[config.mk]
export PLATFORM = sky130hd
export DESIGN_NAME = id_ex_stage
export DESIGN_NICKNAME = d
export VERILOG_FILES = /design/src/rtl/id_ex_stage.sv
export SDC_FILE = /design/constraint.sdc
export NUM_CORES = 1
export LEC_CHECK = 0
export CAP_MARGIN = 20
export CORE_ASPECT_RATIO = 1.1
export CORE_MARGIN = 2
export CORE_UTILIZATION = 25
export DETAILED_ROUTE_END_ITERATION = 8
export SYNTH_ARGS = -nofsm -noshare
export SYNTH_HDL_FRONTEND = slang
export SYNTH_SLANG_ARGS = --single-unit
export TNS_END_PERCENT = 100
[constraint.sdc]
create_clock -name i_clk -period 2.9 [get_ports i_clk]
set_clock_uncertainty 0.2 [all_clocks]
set_input_delay 0.725 -clock i_clk [delete_from_list [all_inputs] [get_ports i_clk]]
set_output_delay 0.725 -clock i_clk [all_outputs]
set_load 0.05 [all_outputs]
[src/rtl/id_ex_stage.sv]
// rtl/id_ex_stage.sv - ID/EX pipeline register with load-use hazard detection
// Squashes to a zeroed bubble on flush or load-use; holds everything on halt.
module id_ex_stage #(
  parameter int N_BITS_REG  = 5,
  parameter int N_BITS_DATA = 32,
  parameter int N_CTRL      = 8,
  parameter int N_BITS_CNT  = 16
) (
  input  logic                   i_clk,
  input  logic                   i_rst_n,
  input  logic                   i_valid_ID,
  input  logic [N_BITS_REG-1:0]  i_rs_ID,
  input  logic [N_BITS_REG-1:0]  i_rt_ID,
  input  logic [N_BITS_REG-1:0]  i_rd_ID,
  input  logic [N_BITS_DATA-1:0] i_data_a_ID,
  input  logic [N_BITS_DATA-1:0] i_data_b_ID,
  input  logic [N_BITS_DATA-1:0] i_imm_ID,
  input  logic [N_CTRL-1:0]      i_ctrl_ID,
  input  logic                   i_flush,
  input  logic                   i_halt,
  output logic                   o_valid_EX,
  output logic [N_BITS_REG-1:0]  o_rs_EX,
  output logic [N_BITS_REG-1:0]  o_rt_EX,
  output logic [N_BITS_REG-1:0]  o_rd_EX,
  output logic [N_BITS_DATA-1:0] o_data_a_EX,
  output logic [N_BITS_DATA-1:0] o_data_b_EX,
  output logic [N_BITS_DATA-1:0] o_imm_EX,
  output logic [N_CTRL-1:0]      o_ctrl_EX,
  output logic                   o_stall,
  output logic [N_BITS_CNT-1:0]  o_bubble_cnt
);

  logic load_use;
  logic bubble;

  // Only registered EX state and ID indices feed the stall path, never data.
  always_comb begin
    load_use = o_valid_EX & o_ctrl_EX[1] & (o_rt_EX != '0) & i_valid_ID &
               ((o_rt_EX == i_rs_ID) | (o_rt_EX == i_rt_ID));
    o_stall  = ~i_halt & ~i_flush & load_use;
    bubble   = ~i_halt & (i_flush | load_use);
  end

  always_ff @(posedge i_clk or negedge i_rst_n) begin
    if (!i_rst_n) begin
      o_valid_EX   <= 1'b0;
      o_rs_EX      <= '0;
      o_rt_EX      <= '0;
      o_rd_EX      <= '0;
      o_data_a_EX  <= '0;
      o_data_b_EX  <= '0;
      o_imm_EX     <= '0;
      o_ctrl_EX    <= '0;
      o_bubble_cnt <= '0;
    end else if (!i_halt) begin
      if (bubble) begin
        o_valid_EX  <= 1'b0;
        o_rs_EX     <= '0;
        o_rt_EX     <= '0;
        o_rd_EX     <= '0;
        o_data_a_EX <= '0;
        o_data_b_EX <= '0;
        o_imm_EX    <= '0;
        o_ctrl_EX   <= '0;
      end else begin
        o_valid_EX  <= i_valid_ID;
        o_rs_EX     <= i_rs_ID;
        o_rt_EX     <= i_rt_ID;
        o_rd_EX     <= i_rd_ID;
        o_data_a_EX <= i_data_a_ID;
        o_data_b_EX <= i_data_b_ID;
        o_imm_EX    <= i_imm_ID;
        o_ctrl_EX   <= i_ctrl_ID;
      end
      // Count only true load-use bubbles, not flush bubbles.
      if (o_stall && (o_bubble_cnt != '1))
        o_bubble_cnt <= o_bubble_cnt + {{(N_BITS_CNT-1){1'b0}}, 1'b1};
    end
  end

endmodule
### Word-level counts from Yosys, hierarchy flattened

Cells that the tools add are included.
Widths: inputs -> output; s select.

| word-level totals | value |
|---|---|
| input port bits | 124 |
| logic and storage cells | 35 |
| bits in registers | 136 |
| output and inout port bits | 137 |

| operators by class | value |
|---|---|
| reductions and logical operators | 3 |
| bitwise logic cells | 11 |
| add/sub/neg operators | 1 |
| equal/unequal tests | 3 |
| muxes and demuxes | 8 |

Operators with widths:

| operator | number |
|---|---|
| $mux 32 | 3 |
| $add 16x1->16 const B | 1 |
| $ne 16x16->1 const B | 1 |
| $mux 5 | 3 |
| $eq 5x5->1 | 2 |
| $mux 8 | 1 |
| $and 1x1->1 | 7 |
| $reduce_bool 5->1 | 1 |
| $not 1->1 | 2 |
| $or 1x1->1 | 2 |
| $reduce_and 2->1 | 1 |
| $logic_and 1x1->1 | 1 |
| $mux 1 | 1 |

### Longest topological paths before layout

| logic depth | value |
|---|---|
| depth in word-level cells | 7 |
| gate-level depth with buffers | 8 |
| depth with buffers taken out | 6 |

### Least setup slack after synthesis

Ideal clock, no wire load.

| timing path | value |
|---|---|
| kind | flip-flop to output port |
| start point | reg o_rt_EX[0] |
| end point | out o_stall |
| data required time | 1975 ps |
| arrival | 2264 ps |
| path slack | -289 ps |
| stages on the path, launching flop included | 7 |
| buffers on the path | 2 |
| cell sequence | dfrtp_1 clkbuf_1 xnor2_1 nand3_1 o22ai_2 clkbuf_1 and3_1 |

| on the way | value |
|---|---|
| word-level cells in the longest chain between the ends | 5 |
| elaborated cells between the ends (all ways) | 8 |
| those cells by class | eq/ne (2); bitwise (5); reduce/logical (1) |

Ends and longest elaborated chain:

| what | line | RTL |
|---|---|---|
| from (decl) | 23 | `output logic [N_BITS_REG-1:0] o_rt_EX,` |
| from (signal assigned) | 68 | `o_rt_EX <= i_rt_ID;` |
| $reduce_bool 5->1 | 38 | `load_use = o_valid_EX & o_ctrl_EX[1] & (o_rt_EX != '0) & i_valid_ID &` |
| $and 1x1->1 (2 in a row) | 38 |  |
| $and 1x1->1 * | 38 |  |
| $and 1x1->1 * | 40 | `o_stall = ~i_halt & ~i_flush & load_use;` |
| to (decl) | 29 | `output logic o_stall,` |

Mark *: on every way between the ends. The rest lies on a longest branch, timed or not.

### Final worst setup path

| timing path | value |
|---|---|
| start point | reg o_rt_EX[1] |
| end point | out o_stall |

The elaborated chain is that of the path after synthesis.

==> results.json <==
{
  "dieHeight_um": 156,
  "dpl.cell_count": 868,
  "cp_max_fo": 4,
  "hpwl_um": 10600,
  "start_util_pct": 25.5,
  "crit_required_ns": 1.98,
  "clkSlewWorstSetupHoldPaths_ns": 0.06,
  "final_common_cell": "clkdlybuf4s50_1",
  "grt_first_pass_wirelength_um": 23800,
  "hold_path_class": "in2async",
  "final_util_pct": 42.7,
  "avgSynthCellArea_sq_um": 14.2,
  "drt-total-wl_um": 15200,
  "dr.pass1.iters": 4,
  "die_x_um": 142,
  "critPathArrivalTime_ns": 1.90,
  "yosysWarnings": 0,
  "drt_first_iter_violations": 135,
  "synthesis.area_sq_mm": 0.00526,
  "finalSetupViolCount": 0,
  "grt_max_degree": 87,
  "cts-buffers-inserted": 17,
  "synth_top_family_by_area": "compound AO/OA/AOI/OAI gates",
  "ios": 261,
  "ys_seq_elements": 136,
  "antenna_cells": 0,
  "fin_nets": 764,
  "final_cells": 907,
  "synth_flop_cell": "dfrtp_1",
  "num_rows": 55,
  "p_per_area_mw_per_mm2": 642,
  "outcome": "finished, final reports clean",
  "nFillCells": 1886,
  "async_flop_share_pct": 100,
  "detail_route.vias_per_cell": 4.75,
  "max-cap-violations": 0,
  "overflow": 0,
  "clk_latency_ns": 0.41,
  "start_kind": "register",
  "crit_type": "reg2out",
  "clock_path_buffers": 2,
  "ctsHoldBuffers": 0,
  "syn_inst": 370,
  "multi_input_area_sq_mm": 0.00163,
  "grtUsageTotal_pct": 13.6,
  "via_count": 4306,
  "drv_slew": 0,
  "fmax_mhz": 354,
  "worstReg2RegStart": "o_rt_EX[2]",
  "period_needed_ns": 2.83,
  "synthMuxAreaShare_pct": 0.214,
  "regToRegEndpoint": "o_imm_EX[23]",
  "r2r_slack_ns": 0.42,
  "synthAdderAreaFrac_pct": 0.238,
  "final_cell_mix": "clkdlybuf4s50_1 (247), dfrtp_1 (132), a22o_1 (120)",
  "synth-simple-area-share_pct": 5.42,
  "r2r_cells": 11,
  "timing.final.crit_share_pct": 97.5,
  "ys_seq_area_share_pct": 64.7,
  "worst_slew_pin_slew_ns": 0.928,
  "root_buffer": "clkbuf_16",
  "htreeDepth": 4,
  "peakVddDrop_mv": 0.355,
  "synth-edff-count": 0,
  "slew_headroom_pct": 38.1,
  "place_congestion": 0.740,
  "crit_path_end_kind": "primary output",
  "hold_viol": 0,
  "grt_pass1_vias": 4434,
  "ys_types": 25,
  "syn_nets": 495,
  "register_area_sq_mm": 0.00341,
  "route.detailed.drc": 0,
  "numClockSinks": 136,
  "wire_per_inst_um": 16.8,
  "cts_tree": "yes",
  "synth_compound_area_share_pct": 21.1,
  "leakagePower_nw": 3.82,
  "io_buffers": 260,
  "syn2layout_area_growth_pct": 67.4,
  "grt_antenna_before_repair": 0,
  "ant_nets": 0,
  "core-area_sq_mm": 0.0206,
  "die-area_sq_mm": 0.0222,
  "synthXorXnorAreaFrac_pct": 3.99,
  "layout-drive-gt1-share_pct": 9.68
}
## critical path: stages (launching register included)
cell and delay (ns):
dfrtp_2 0.42, or4_4 0.55, o21a_1 0.20, and3_4 0.18, buf_12 0.14
## routing by layer
metal / vias up / wire [um] / GRT usage (%)
met5: - / 0 / 0
met4: 0 / 166 / 4.57
met2: 199 / 7070 / 21.4
li1: 1958 / - / -
met1: 2136 / 6520 / 16.9
met3: 13 / 1460 / 5.77
## cell type report
cell class	count	area share (%)
flip-flops and latches	136	38.7
repair buffers	278	31.9
multi-input cells	206	18.5
clock buffers	19	5.14
well taps	256	3.64
clock inverters	12	2.14
## worst max path at each step
stage / slack, ns / to / start
6_report: 0.07 / o_stall / o_rt_EX[1]
5_1_grt: -0.00005 / o_stall / o_rt_EX[1]
4_1_cts: 0.004 / o_stall / i_rt_ID[0]
3_5_place_dp: -0.05 / o_stall / i_rs_ID[0]
3_3_place_gp: -0.04 / o_stall / i_rs_ID[3]
2_1_floorplan: 0.09 / o_stall / o_rt_EX[0]
## stage by stage
step | hold WS (ns) | total power [W] | setup WS [ns] | TNS [ns] | instance area (sq um)
6_report | 0.0878 | 0.00566 | 0.0729 | 0 | 8810
5_1_grt | 0.0872 | 0.00589 | -0.0000466 | -0.0000466 | 8810
4_1_cts | 0.0780 | 0.00573 | 0.00406 | 0 | 8750
3_5_place_dp | 0.297 | 0.00334 | -0.0490 | -0.0490 | 8100
3_3_place_gp | 0.292 | 0.00333 | -0.0436 | -0.0436 | 8100
2_1_floorplan | 0.229 | 0.00281 | 0.0885 | 0 | 5270
## synthesized netlist by cell type, drive strengths merged (2+ instances only)
cell type	n	area, sq um
buf	13	175
a22o	120	1050
dfrtp	136	3400
nand2	9	33.8
clkbuf	15	56.3
nand4	6	37.5
nor4	5	31.3
xnor2	24	210
and3	3	18.8
nor3	5	25.0
a21oi	2	21.3
nor2	5	18.8
nand3	17	85.1
## what timing repair did
item                                    CTS  global route
setup buffers                             2             6
gates resized for setup                   4             9
endpoints found under the setup margin    1             1
pin swaps                                 3             4
## flip-flops by register name (all words and copies together) (netlist names)
register and count:
o_bubble_cnt 16, o_rd_EX 5, o_imm_EX 32, o_rs_EX 5, o_valid_EX 1, o_rt_EX 5, o_data_b_EX 32, o_ctrl_EX 8
o_data_a_EX 32
## cell families (layout without fill, tap and decap cells)
family | after synthesis | count (layout)
flops | 136 | 136
mux | 1 | 1
buf+inv | 28 | 309
fa+ha+maj | 1 | 1
simple gates | 54 | 54
xor+xnor | 24 | 24
compound gates | 126 | 126
## where the power goes
group / total, W / internal [W] / switching, W / leakage (nW)
clock network: 0.00234 / 0.00150 / 0.000846 / 0.311
logic: 0.00120 / 0.000495 / 0.000708 / 1.73
registers: 0.00211 / 0.00203 / 0.0000799 / 1.78
Note: power is estimated with default switching activity, not from simulation.
